File: config.mk
export PLATFORM = sky130hd
export DESIGN_NAME = mips_mc_ctrl
export DESIGN_NICKNAME = d
export VERILOG_FILES = /design/src/rtl/mips_mc_ctrl.sv
export SDC_FILE = /design/constraint.sdc
export NUM_CORES = 1
export LEC_CHECK = 0
export CORE_AREA = 2 2 39 41
export CTS_BUF_LIST = sky130_fd_sc_hd__clkbuf_8 sky130_fd_sc_hd__clkbuf_16
export DETAILED_ROUTE_END_ITERATION = 6
export DIE_AREA = 0 0 41 43
export DONT_BUFFER_PORTS = 1
export GPL_ROUTABILITY_DRIVEN = 0
export GPL_TIMING_DRIVEN = 0
export PLACE_DENSITY = 0.61
export SYNTH_ARGS = -nofsm -noshare
export SYNTH_HDL_FRONTEND = slang
export SYNTH_SLANG_ARGS = --single-unit
File: constraint.sdc
create_clock -name clk -period 5.3 [get_ports clk]
set_clock_uncertainty 0.15 [all_clocks]
set_input_delay 1.06 -clock clk [delete_from_list [all_inputs] [get_ports clk]]
set_output_delay 1.06 -clock clk [all_outputs]
set_load 0.01 [all_outputs]
File: src/rtl/mips_mc_ctrl.sv
// Multi-cycle MIPS control unit: FETCH -> DECODE -> EXE -> MEM -> WB sequencer.
// Define MC_CTRL_RETIRE_CNT_EN to add the retired-instruction counter output.
module mips_mc_ctrl #(
    parameter int LINK_REG = 31,
    parameter int CNT_W    = 32
) (
    input  logic       clk,
    input  logic       reset,
    input  logic [5:0] opcode,
    input  logic [5:0] funct,
    input  logic       zero,
    input  logic       mem_ready,
    output logic [2:0] state,
    output logic       ir_wr,
    output logic       pc_wr,
    output logic [1:0] npc_sel,
    output logic       reg_wr,
    output logic [1:0] reg_dst,
    output logic [1:0] wd_sel,
    output logic       alu_src,
    output logic       ext_op,
    output logic [1:0] alu_op,
    output logic       mem_req,
    output logic       mem_wr
`ifdef MC_CTRL_RETIRE_CNT_EN
    ,
    output logic [CNT_W-1:0] retire_cnt
`endif
);

    typedef enum logic [2:0] {
        FETCH  = 3'd0,
        DECODE = 3'd1,
        EXE    = 3'd2,
        MEM    = 3'd3,
        WB     = 3'd4
    } state_t;

    localparam logic [5:0] OP_R    = 6'b000000;
    localparam logic [5:0] OP_J    = 6'b000010;
    localparam logic [5:0] OP_JAL  = 6'b000011;
    localparam logic [5:0] OP_BEQ  = 6'b000100;
    localparam logic [5:0] OP_ORI  = 6'b001101;
    localparam logic [5:0] OP_LUI  = 6'b001111;
    localparam logic [5:0] OP_LW   = 6'b100011;
    localparam logic [5:0] OP_SW   = 6'b101011;
    localparam logic [5:0] FN_ADDU = 6'b100001;
    localparam logic [5:0] FN_SUBU = 6'b100011;
    localparam logic [5:0] FN_JR   = 6'b001000;

    localparam logic [1:0] ALU_ADD = 2'd0;
    localparam logic [1:0] ALU_SUB = 2'd1;
    localparam logic [1:0] ALU_OR  = 2'd2;
    localparam logic [1:0] ALU_LUI = 2'd3;

    // reg_dst=2 selects LINK_REG inside the datapath; the range must fit the GRF
    if (CNT_W < 1 || LINK_REG < 0 || LINK_REG > 31) begin : g_param_chk
        $error("mips_mc_ctrl: bad CNT_W or LINK_REG");
    end

    state_t state_r, state_nxt;

    logic is_r, is_addu, is_subu, is_jr, is_j, is_jal;
    logic is_beq, is_ori, is_lui, is_lw, is_sw;

    always_comb begin
        is_r    = (opcode == OP_R);
        is_addu = is_r && (funct == FN_ADDU);
        is_subu = is_r && (funct == FN_SUBU);
        is_jr   = is_r && (funct == FN_JR);
        is_j    = (opcode == OP_J);
        is_jal  = (opcode == OP_JAL);
        is_beq  = (opcode == OP_BEQ);
        is_ori  = (opcode == OP_ORI);
        is_lui  = (opcode == OP_LUI);
        is_lw   = (opcode == OP_LW);
        is_sw   = (opcode == OP_SW);
    end

    always_ff @(posedge clk) begin
        if (reset) state_r <= FETCH;
        else       state_r <= state_nxt;
    end

    assign state = state_r;

    always_comb begin
        state_nxt = state_r;
        ir_wr     = 1'b0;
        pc_wr     = 1'b0;
        npc_sel   = 2'd0;
        reg_wr    = 1'b0;
        reg_dst   = 2'd0;
        wd_sel    = 2'd0;
        alu_src   = 1'b0;
        ext_op    = 1'b0;
        alu_op    = ALU_ADD;
        mem_req   = 1'b0;
        mem_wr    = 1'b0;

        case (state_r)
            FETCH: begin
                ir_wr     = 1'b1;
                pc_wr     = 1'b1;
                state_nxt = DECODE;
            end
            DECODE: begin
                state_nxt = FETCH;
                if (is_j) begin
                    pc_wr   = 1'b1;
                    npc_sel = 2'd2;
                end else if (is_jal) begin
                    // GRF captures PC+4 on the same edge that redirects the PC
                    pc_wr   = 1'b1;
                    npc_sel = 2'd2;
                    reg_wr  = 1'b1;
                    reg_dst = 2'd2;
                    wd_sel  = 2'd2;
                end else if (is_jr) begin
                    pc_wr   = 1'b1;
                    npc_sel = 2'd3;
                end else if (is_addu || is_subu || is_ori || is_lui ||
                             is_lw || is_sw || is_beq) begin
                    state_nxt = EXE;
                end
            end
            EXE: begin
                state_nxt = WB;
                if (is_subu) begin
                    alu_op = ALU_SUB;
                end else if (is_ori) begin
                    alu_src = 1'b1;
                    alu_op  = ALU_OR;
                end else if (is_lui) begin
                    alu_src = 1'b1;
                    alu_op  = ALU_LUI;
                end else if (is_lw || is_sw) begin
                    alu_src   = 1'b1;
                    ext_op    = 1'b1;
                    state_nxt = MEM;
                end else if (is_beq) begin
                    alu_op    = ALU_SUB;
                    npc_sel   = 2'd1;
                    pc_wr     = zero;
                    state_nxt = FETCH;
                end
            end
            MEM: begin
                // address selects stay as in EXE so the ALU output holds
                alu_src = 1'b1;
                ext_op  = 1'b1;
                mem_req = 1'b1;
                mem_wr  = is_sw;
                if (mem_ready) state_nxt = is_sw ? FETCH : WB;
            end
            WB: begin
                reg_wr    = 1'b1;
                reg_dst   = is_r ? 2'd1 : 2'd0;
                wd_sel    = is_lw ? 2'd1 : 2'd0;
                state_nxt = FETCH;
            end
            default: state_nxt = FETCH;
        endcase

        if (reset) begin
            state_nxt = FETCH;
            ir_wr     = 1'b0;
            pc_wr     = 1'b0;
            npc_sel   = 2'd0;
            reg_wr    = 1'b0;
            reg_dst   = 2'd0;
            wd_sel    = 2'd0;
            alu_src   = 1'b0;
            ext_op    = 1'b0;
            alu_op    = ALU_ADD;
            mem_req   = 1'b0;
            mem_wr    = 1'b0;
        end
    end

`ifdef MC_CTRL_RETIRE_CNT_EN
    logic retire;
    assign retire = (state_nxt == FETCH) &&
                    (state_r == DECODE || state_r == EXE ||
                     state_r == MEM || state_r == WB);

    always_ff @(posedge clk) begin
        if (reset)       retire_cnt <= '0;
        else if (retire) retire_cnt <= retire_cnt + CNT_W'(1);
    end
`endif

endmodule

Word-level counts from Yosys, hierarchy flattened
Cells that the tools add are included.
- RAM bits: 0
- flip-flop bits (word level): 3
- word-level logic and storage cells: 94
- latch bits: 0
- input bits: 16
- ROM bits: 0
- output and inout bits: 18
- memories: 0
- $mul: 0
- add/sub/neg operators: 0
- eq/ne operators: 15
- bitwise logic cells: 0
- shift-type cells: 0
- divide/modulo/power cells: 0
- mux-type cells: 66
- reduce and logical (&&, ||, !) cells: 12
- $lt $le $gt $ge: 0
- operators by type and width (kind ; number):
    $mux W1 ; 34
    $mux W2 ; 17
    $eq A6 B6 Y1 const B ; 4
    $mux W3 ; 7
    $eq A6 B4 Y1 const B ; 3
    $eq A6 B2 Y1 const B ; 2
    $pmux W2 S2 ; 3
    $pmux W3 S4 ; 1
    $logic_or A1 B1 Y1 ; 7
    $eq A3 B2 Y1 const B ; 2
    $eq A6 B3 Y1 const B ; 1
    $logic_not A6 Y1 ; 1
    $pmux W1 S2 ; 3
    $eq A3 B1 Y1 const B ; 1
    $eq A3 B3 Y1 const B ; 1
    $logic_and A1 B1 Y1 ; 3
    $logic_not A3 Y1 ; 1
    $pmux W1 S3 ; 1
    $ne A2 B2 Y1 const B ; 1

Logic depth before layout (Yosys ltp)
Gate-level depths: netlist of the first run.
- word-level depth: 13
- depth in mapped cells: 5
- depth with buffers taken out: 4

Worst setup path before layout of the first run
No wires, ideal clock.
- path type: input to output
- start point: input port opcode[0]
- end point: output port pc_wr
- data arrival time: 2.490 ns
- buffers on the path: 1
- required time: 4.090 ns
- stages on the path: 5
- setup slack: 1.600 ns
- path through: buf_6 or4b_4 nor4_4 nand2_1 a2111oi_2
- word-level cells in the longest chain between the ends: 8
- elaborated cells between the ends (all ways): 21
- those cells by class: eq/ne: 7; mux: 10; reduce/logical: 4
- ends and longest elaborated chain (what ; line ; text):
    start, declared ; 9 ; input logic [5:0] opcode,
    $eq A6 B3 Y1 (tied with other cells) ; 73 ; is_beq = (opcode == OP_BEQ);
    $mux W1 / $logic_or A1 B1 Y1 (equally long branches) ; 141, 137 ;
    $mux W1 ; 137 ; end else if (is_lw || is_sw) begin
    $mux W1 ; 134 ; end else if (is_lui) begin
    $mux W1 ; 131 ; end else if (is_ori) begin
    $mux W1 ; 129 ; if (is_subu) begin
    $pmux W1 S3 * ; 101 ; case (state_r)
    $mux W1 * ; 165 ; if (reset) begin
    end, declared ; 15 ; output logic pc_wr,
Every way passes the cells marked *; elsewhere a longest branch is shown, timed or not.

Worst setup path in the final report of the first run
Same ends and word-level chain as after synthesis.

==> flow_summary.toml, run 1 <==
[outcome]
outcome = "complete, no violations"

[critical_path]
crit_type = "primary input to primary output"
start_kind = "primary input"
crit_arrival_ns = 2.59
reg2reg_depth = 3
end_kind = "primary output"
worstPathMaxFanout = 8
cp.required_ns = 4.09

[floorplan]
num_rows = 14
start_util_pct = 35.1
core_mm2 = 0.00138
dieWidth_um = 41
die_h_um = 43
ioPinCount = 34
die-area_mm2 = 0.00176

[place]
portBuffers = 0
dp_hpwl_um = 1090
dpl_cell_area_um2 = 505

[finish]
final_area_um2 = 551
utilization_pct = 39.8
drive_gt1_share_pct = 15.7
nets = 87
mostFrequentLayoutCells = "6 x nor3_1, 6 x inv_1, 5 x nor4_1"
largest_register_ffs = 3
antennaDiodeCount = 0
syn2layout_area_growth_pct = 13.4

[route]
first_pass_iters = 4
final_antenna_net_count = 0
viasPerCell = 6.05
drc = 0
vias = 520
wl_per_cell_um = 16.0
drtIter0Drc = 15
wirelength_um = 1380

[power]
comb_power_share_pct = 17.8
finalPower_w = 0.000107
p_leak_nw = 0.182
clockPowerShare_pct = 59.0
netSwitchingFraction_pct = 24.5
max-vdd-ir-drop_uv = 47.3
p_int_w = 0.0000811
powerDensity_mw_per_mm2 = 195
pwr-share-seq_pct = 23.2
p_sw_w = 0.0000263

[logic_synthesis]
synth_cells = 66
yosysSeqAreaShare_pct = 12.4
ys_ff_latch = 3
syn_area_per_cell_um2 = 7.36
syn_area_um2 = 485
yosys_warnings = 0
synth_cell_type_count = 36
synth_fp_nets = 82

[grt]
grt_pass1_vias = 514
track_usage_pct = 16.4
antenna_found_initial = 0
grt_pass1_wl_um = 2060
grt_overflow = 0
grt_max_degree = 11

[sta]
timing.final.crit_share_pct = 71.6
finalMaxSlewViolations = 0
tightest_slew_ns = 0.630
fin_setup_tns_ns = 0
hold_violations = 0
grt_setup_unrepaired = "no"
finalCriticalPeriod_ns = 3.80
hold_slack_ns = 0.551
finalSetupViolCount = 0
slew_headroom_pct = 57.6
max_freq_mhz = 263

[worst_hold_path]
hold_depth = 2
hold_class = "register to register"

[clock_network]
clock_path_buffers = 2
post_cts_buffers = 0
cts_max_level = 1
cts.sinks = 3
cts_buffers = 3
cts_root_buf = "clkbuf_8"
cts_tree = "built"
cts_resized = 0
clk_latency_ns = 0.21
path_clk_slew_ns = 0.03
hold_buffers = 0

[flow_run]
cap_viol_max_count = 0
==> metrics by stage <==
stage	setup WS [ns]	std cells
after floorplan	1.60	66
after global placement	1.51	82
after detailed placement	1.51	82
after CTS	1.50	86
after global routing	1.41	86
final	1.50	86
==> power groups by stage <==
stage	combinational, W	sequential [W]	clock, W
3_3_place_gp	0.0000187	0.0000252	0
2_1_floorplan	0.0000162	0.0000249	0
3_5_place_dp	0.0000188	0.0000252	0
4_1_cts	0.0000189	0.0000249	0.0000656
5_1_grt	0.0000211	0.0000252	0.0000656
6_report	0.0000191	0.0000249	0.0000633
==> worst paths after layout <==
kind	slack [ns]	endpoint	start
worst max-delay path	1.50	pc_wr	opcode[0]
worst min-delay path	0.55	state[2]	state[1]
worst max register to register	3.77	state[0]	state[0]
worst min register to register	0.55	state[2]	state[1]
==> cell families after synthesis <==
group	share of synthesized area [%]
simple gates	50.0
compound gates	28.3
buf+inv	9.28
flops	12.4
==> worst max-delay path: stages <==
cell       delay, ns
buf_6           0.11
or4b_4          0.51
nor4_4          0.32
nand2_1         0.10
a2111oi_2       0.48
==> cell type report <==
type | count | area (um^2)
inverter | 5 | 18.8
sequential | 3 | 60.1
tap | 16 | 20.0
multi-input combinational | 54 | 380
clock buffer | 3 | 41.3
buffer | 4 | 26.3
clock inverter | 1 | 3.75
fill | 163 | 833
==> layer usage <==
metal,up-vias,GRT usage [%],wire length [um],share of wire [%]
met3,0,2.09,74,5.4
met2,15,25.3,728,53
met5,-,0,0,0
met4,0,9.33,0,0
li1,269,-,-,-
met1,236,20.6,577,42
==> synth_stat cells <==
cell type	n	area, um^2
a41oi_1	1	8.76
a211oi_1	1	7.51
or4b_2	1	10.0
o221a_2	1	11.3
nor4b_1	1	8.76
nand3_1	1	5.00
dfxtp_1	3	60.1
o21a_1	3	22.5
nand4_1	1	6.26
nor2_1	4	15.0
or4b_4	1	13.8
o21ai_0	3	15.0
nand2b_1	3	18.8
nand4b_1	1	8.76
inv_1	5	18.8
nor3b_1	1	7.51
o32a_1	1	10.0
or4_1	1	7.51
nor3_1	6	30.0
nor2b_1	1	6.26
buf_6	1	11.3
o21bai_1	1	7.51
o41a_1	1	11.3
nor4_1	5	31.3
or4b_1	1	10.0
a2bb2oi_1	1	8.76
or2_2	1	6.26
a2111oi_2	1	15.0
nor4_4	1	21.3
or3_1	1	6.26
a21oi_1	1	5.00
o31ai_1	2	15.0
nand3b_1	2	15.0
buf_4	1	7.51
nand2_1	4	15.0
clkbuf_1	2	7.51
No activity file was read; power rests on OpenSTA's default activity.
==> run 2: changes to the inputs <==
--- a/config.mk
+++ b/config.mk
@@ -12,7 +12,7 @@
 export DONT_BUFFER_PORTS = 1
 export GPL_ROUTABILITY_DRIVEN = 0
 export GPL_TIMING_DRIVEN = 0
-export PLACE_DENSITY = 0.61
+export PLACE_DENSITY = 0.63
 export SYNTH_ARGS = -nofsm -noshare
 export SYNTH_HDL_FRONTEND = slang
 export SYNTH_SLANG_ARGS = --single-unit
==> constraint.sdc (replaced) <==
create_clock -name clk -period 3.18 [get_ports clk]
set_clock_uncertainty 0.15 [all_clocks]
set_input_delay 0.636 -clock clk [delete_from_list [all_inputs] [get_ports clk]]
set_output_delay 0.636 -clock clk [all_outputs]
set_load 0.01 [all_outputs]
==> run 2 against run 1 <==
Compared with the run above: sequential power increased by 66%; critical path type unchanged; sequential cell count is the same; non-clock buffer count unchanged; design area unchanged; clock power rose by 67%; via count is 3.7% higher; global-route usage grew 0.10 points.
==> flow_summary.toml, run 2 (synthesized netlist as in run 1, its figures left out) <==
[floorplan]
die-area_mm2 = 0.00176
ioPinCount = 34
start_util_pct = 35.1
die_h_um = 43
core_mm2 = 0.00138
num_rows = 14
dieWidth_um = 41

[power]
finalPower_w = 0.000180
max-vdd-ir-drop_uv = 97.0
netSwitchingFraction_pct = 24.8
p_int_w = 0.000135
powerDensity_mw_per_mm2 = 326
pwr-share-seq_pct = 23.1
p_leak_nw = 0.182
comb_power_share_pct = 17.7
clockPowerShare_pct = 59.3
p_sw_w = 0.0000445

[route]
drtIter0Drc = 10
vias = 539
met1_length_um = 592
topRoutingLayerUsed = "met3"
final_antenna_net_count = 0
wl_per_cell_um = 15.6
wirelength_um = 1340
dr_wl_met3_um = 112
first_pass_iters = 4
viasPerCell = 6.27
drc = 0
wl_met2_um = 633

[critical_path]
crit_arrival_ns = 2.17
cp_slowest_cell = "or4b_4"
end_kind = "primary output"
crit_type = "primary input to primary output"
start_kind = "primary input"
worstPathMaxFanout = 8
timing.critical_path.buf_inv = 1
cp.required_ns = 2.39
path_delay_family = "simple AND/OR/NAND/NOR gates"
crit_chain = "buf_6 > or4b_4 > nor4_4 > nand2_1 > a2111oi_2"
critical_path.max_stage_delay_ns = 0.51

[finish]
mostFrequentLayoutCells = "6 x nor3_1, 6 x inv_1, 5 x nor4_1"
drive_gt1_share_pct = 15.7
antennaDiodeCount = 0
fillCellCount = 162
largest_register_ffs = 3
syn2layout_area_growth_pct = 13.4
nets = 87

[flow_run]
cap_viol_max_count = 0

[clock_network]
cts_resized = 0
cts_tree = "built"
post_cts_buffers = 0
cts_buffers = 3
cts_max_level = 1
hold_buffers = 0
cts.sinks = 3
cts_root_buf = "clkbuf_8"
clock_path_buffers = 2
path_clk_slew_ns = 0.03
clk_latency_ns = 0.21

[sta]
max_freq_mhz = 339
finalCriticalPeriod_ns = 2.95
finalMaxSlewViolations = 0
slew_headroom_pct = 58.2
grt_setup_unrepaired = "no"
tightest_slew_ns = 0.622
fin_setup_tns_ns = 0
timing.final.crit_share_pct = 92.8
hold_violations = 0
finalSetupViolCount = 0

[grt]
track_usage_pct = 16.5
grt_pass1_vias = 473
grt_max_degree = 11
grt_overflow = 0
grt_pass1_wl_um = 2040
antenna_found_initial = 0

[worst_hold_path]
hold_class = "primary input to register"

[outcome]
outcome = "complete, no violations"

[place]
portBuffers = 0
dp_hpwl_um = 1080
run 2: cell counts in the layout (fill, tap and decap cells not counted):
Identical to the previous run, type by type.
run 2: final timing paths:
path              startpoint        to  slack (ns)  depth (start not counted)
hold reg to reg     state[1]  state[2]        0.54                          2
setup / recovery   opcode[0]     pc_wr        0.23                          5
hold / removal     opcode[4]  state[1]        0.49                          2
setup reg to reg    state[0]  state[0]        1.66                          3
run 2: metal layers:
metal | vias to the layer above | GRT usage [%]
met5 | - | 0
met4 | 0 | 8.00
li1 | 267 | -
met1 | 245 | 23.1
met3 | 0 | 3.14
met2 | 27 | 23.1
run 2: power groups by stage:
| stage | logic, W | clock network (W) | registers, W |
|---|---|---|---|
| 3_3_place_gp | 0.0000312 | 0 | 0.0000419 |
| 6_report | 0.0000318 | 0.000106 | 0.0000414 |
| 4_1_cts | 0.0000318 | 0.000110 | 0.0000414 |
| 3_5_place_dp | 0.0000316 | 0 | 0.0000419 |
| 2_1_floorplan | 0.0000269 | 0 | 0.0000415 |
| 5_1_grt | 0.0000348 | 0.000111 | 0.0000419 |
run 2: layout make-up:
class,count,area [um^2],area share (%)
inverter,5,18.8,3.41
clock inverter,1,3.75,0.682
buffer,4,26.3,4.77
multi-input combinational,54,380,69.1
tap,16,20.0,3.64
clock buffer,3,41.3,7.50
sequential,3,60.1,10.9
run 2: through the flow:
step	setup WS [ns]	instances	hold slack, ns	cell area, um^2	util (%)
after global placement	0.229	82	0.532	505	36.5
after floorplan	0.328	66	0.458	485	-
after detailed placement	0.204	82	0.532	505	36.5
final	0.228	86	0.492	551	39.8
after global routing	0.180	86	0.501	551	39.8
after CTS	0.204	86	0.488	551	39.8
==> run 3: changes to the inputs <==
==> config.mk (replaced) <==
export PLATFORM = sky130hd
export DESIGN_NAME = mips_mc_ctrl
export DESIGN_NICKNAME = d
export VERILOG_FILES = /design/src/rtl/mips_mc_ctrl.sv
export SDC_FILE = /design/constraint.sdc
export NUM_CORES = 1
export LEC_CHECK = 0
export CELL_PAD_IN_SITES_DETAIL_PLACEMENT = 0
export CELL_PAD_IN_SITES_GLOBAL_PLACEMENT = 2
export CORE_UTILIZATION = 25
export CTS_BUF_LIST = sky130_fd_sc_hd__clkbuf_8 sky130_fd_sc_hd__clkbuf_16
export DETAILED_ROUTE_END_ITERATION = 6
export DONT_BUFFER_PORTS = 1
export GPL_ROUTABILITY_DRIVEN = 0
export GPL_TIMING_DRIVEN = 0
export PLACE_DENSITY = 0.79
export SYNTH_ARGS = -nofsm -noshare
export SYNTH_HDL_FRONTEND = slang
export SYNTH_SLANG_ARGS = --single-unit
==> run 3 against run 2 <==
Compared with the run above: power grew 0.21%; register-to-register slack improved by 0.02 ns; sequential power about the same; non-clock buffer count is the same; critical path depth did not move; largest cell class unchanged; largest power group unchanged; combinational power about the same; global-route usage down 2.5 points.
==> flow_summary.toml, run 3 (synthesized netlist as in run 1, its figures left out) <==
[finish]
drive_gt1_share_pct = 15.7
multi_input_area_um2 = 380
utilization_pct = 31.8
largest_register_ffs = 3
fillCellCount = 205
nets = 87
antennaDiodeCount = 0
syn2layout_area_growth_pct = 15.7
mostFrequentLayoutCells = "6 x nor3_1, 6 x inv_1, 5 x nor4_1"
ff_latch_area_um2 = 60.1

[sta]
timing.final.crit_share_pct = 92.4
max_freq_mhz = 340
slew_headroom_pct = 60.1
tightest_slew_ns = 0.593
hold_violations = 0
finalCriticalPeriod_ns = 2.94
fin_setup_tns_ns = 0
finalMaxSlewViolations = 0
grt_setup_unrepaired = "no"
finalSetupViolCount = 0

[floorplan]
core_mm2 = 0.00176
dieWidth_um = 46.1
die-area_mm2 = 0.00212
die_h_um = 46.1
ioPinCount = 34
num_rows = 15
start_util_pct = 27.5

[outcome]
outcome = "complete, no violations"

[place]
portBuffers = 0
dp_hpwl_um = 1170

[critical_path]
crit_type = "primary input to primary output"
start_kind = "primary input"
end_kind = "primary output"
crit_arrival_ns = 2.15
worstPathMaxFanout = 8
cp_slowest_cell = "or4b_4"
cp.required_ns = 2.39
critical_path.max_stage_delay_ns = 0.51
crit_chain = "buf_6 > or4b_4 > nor4_4 > nand2_1 > a2111oi_2"

[grt]
grt_overflow = 0
grt_pass1_vias = 465
grt_pass1_wl_um = 2110
antenna_found_initial = 0
track_usage_pct = 14.0
grt_max_degree = 11

[clock_network]
cts_buffers = 3
cts_root_buf = "clkbuf_8"
clk_latency_ns = 0.21
cts_resized = 0
cts_tree = "built"
path_clk_slew_ns = 0.03
clock_path_buffers = 2
hold_buffers = 0
post_cts_buffers = 0
cts_max_level = 1
cts.sinks = 3

[route]
viasPerCell = 5.85
final_antenna_net_count = 0
first_pass_iters = 4
vias = 556
wirelength_um = 1470
wl_per_cell_um = 15.4
drc = 0
drtIter0Drc = 14

[power]
powerDensity_mw_per_mm2 = 321
p_leak_nw = 0.182
max-vdd-ir-drop_uv = 178

[worst_hold_path]
hold_class = "primary input to register"

[flow_run]
cap_viol_max_count = 0
## run 3: cell counts in the layout (fill, tap and decap cells not counted)
No cell type changed its count.
## run 3: path summary, 6_finish.rpt
check	startpoint	endpoint	slack, ns	cells past startpoint
max	opcode[0]	pc_wr	0.24	5
min reg2reg	state[1]	state[2]	0.58	2
min	opcode[4]	state[1]	0.49	2
max reg2reg	state[0]	state[0]	1.68	3
## run 3: cell type report
class                   instances  area share (%)
multi-input cells              54            67.7
flip-flops and latches          3            10.7
clock buffers                   3            7.35
well taps                      25            5.57
plain buffers                   4            4.68
inverters                       5            3.34
clock inverters                 1           0.668
## run 3: worst max-delay path: cells and delay by family
| family | cells | cell delay, ns |
|---|---|---|
| compound gates | 1 | 0.49 |
| simple gates | 3 | 0.92 |
| buf+inv | 1 | 0.11 |
## run 3: layer usage
| metal | track usage (%) | routed length (um) |
|---|---|---|
| met1 | 21.4 | 717 |
| met2 | 17.7 | 599 |
| met3 | 7.45 | 148 |
| met4 | 0 | 0 |
| met5 | 0 | 0 |
## run 3: power breakdown
part           total (W)  switching [W]  internal (W)
sequential     0.0000414     0.00000218     0.0000392
clock           0.000107      0.0000248     0.0000821
combinational  0.0000318      0.0000179     0.0000138
## run 3: stage by stage
step                cells  setup slack (ns)  area [um^2]  hold WS [ns]  total power, W
floorplan              66             0.328          485         0.458       0.0000684
global placement       91             0.225          517         0.570       0.0000736
detailed placement     91             0.226          517         0.559       0.0000736
CTS                    95             0.227          562         0.493        0.000184
global route           95             0.157          562         0.509        0.000192
finish                 95             0.243          562         0.492        0.000180
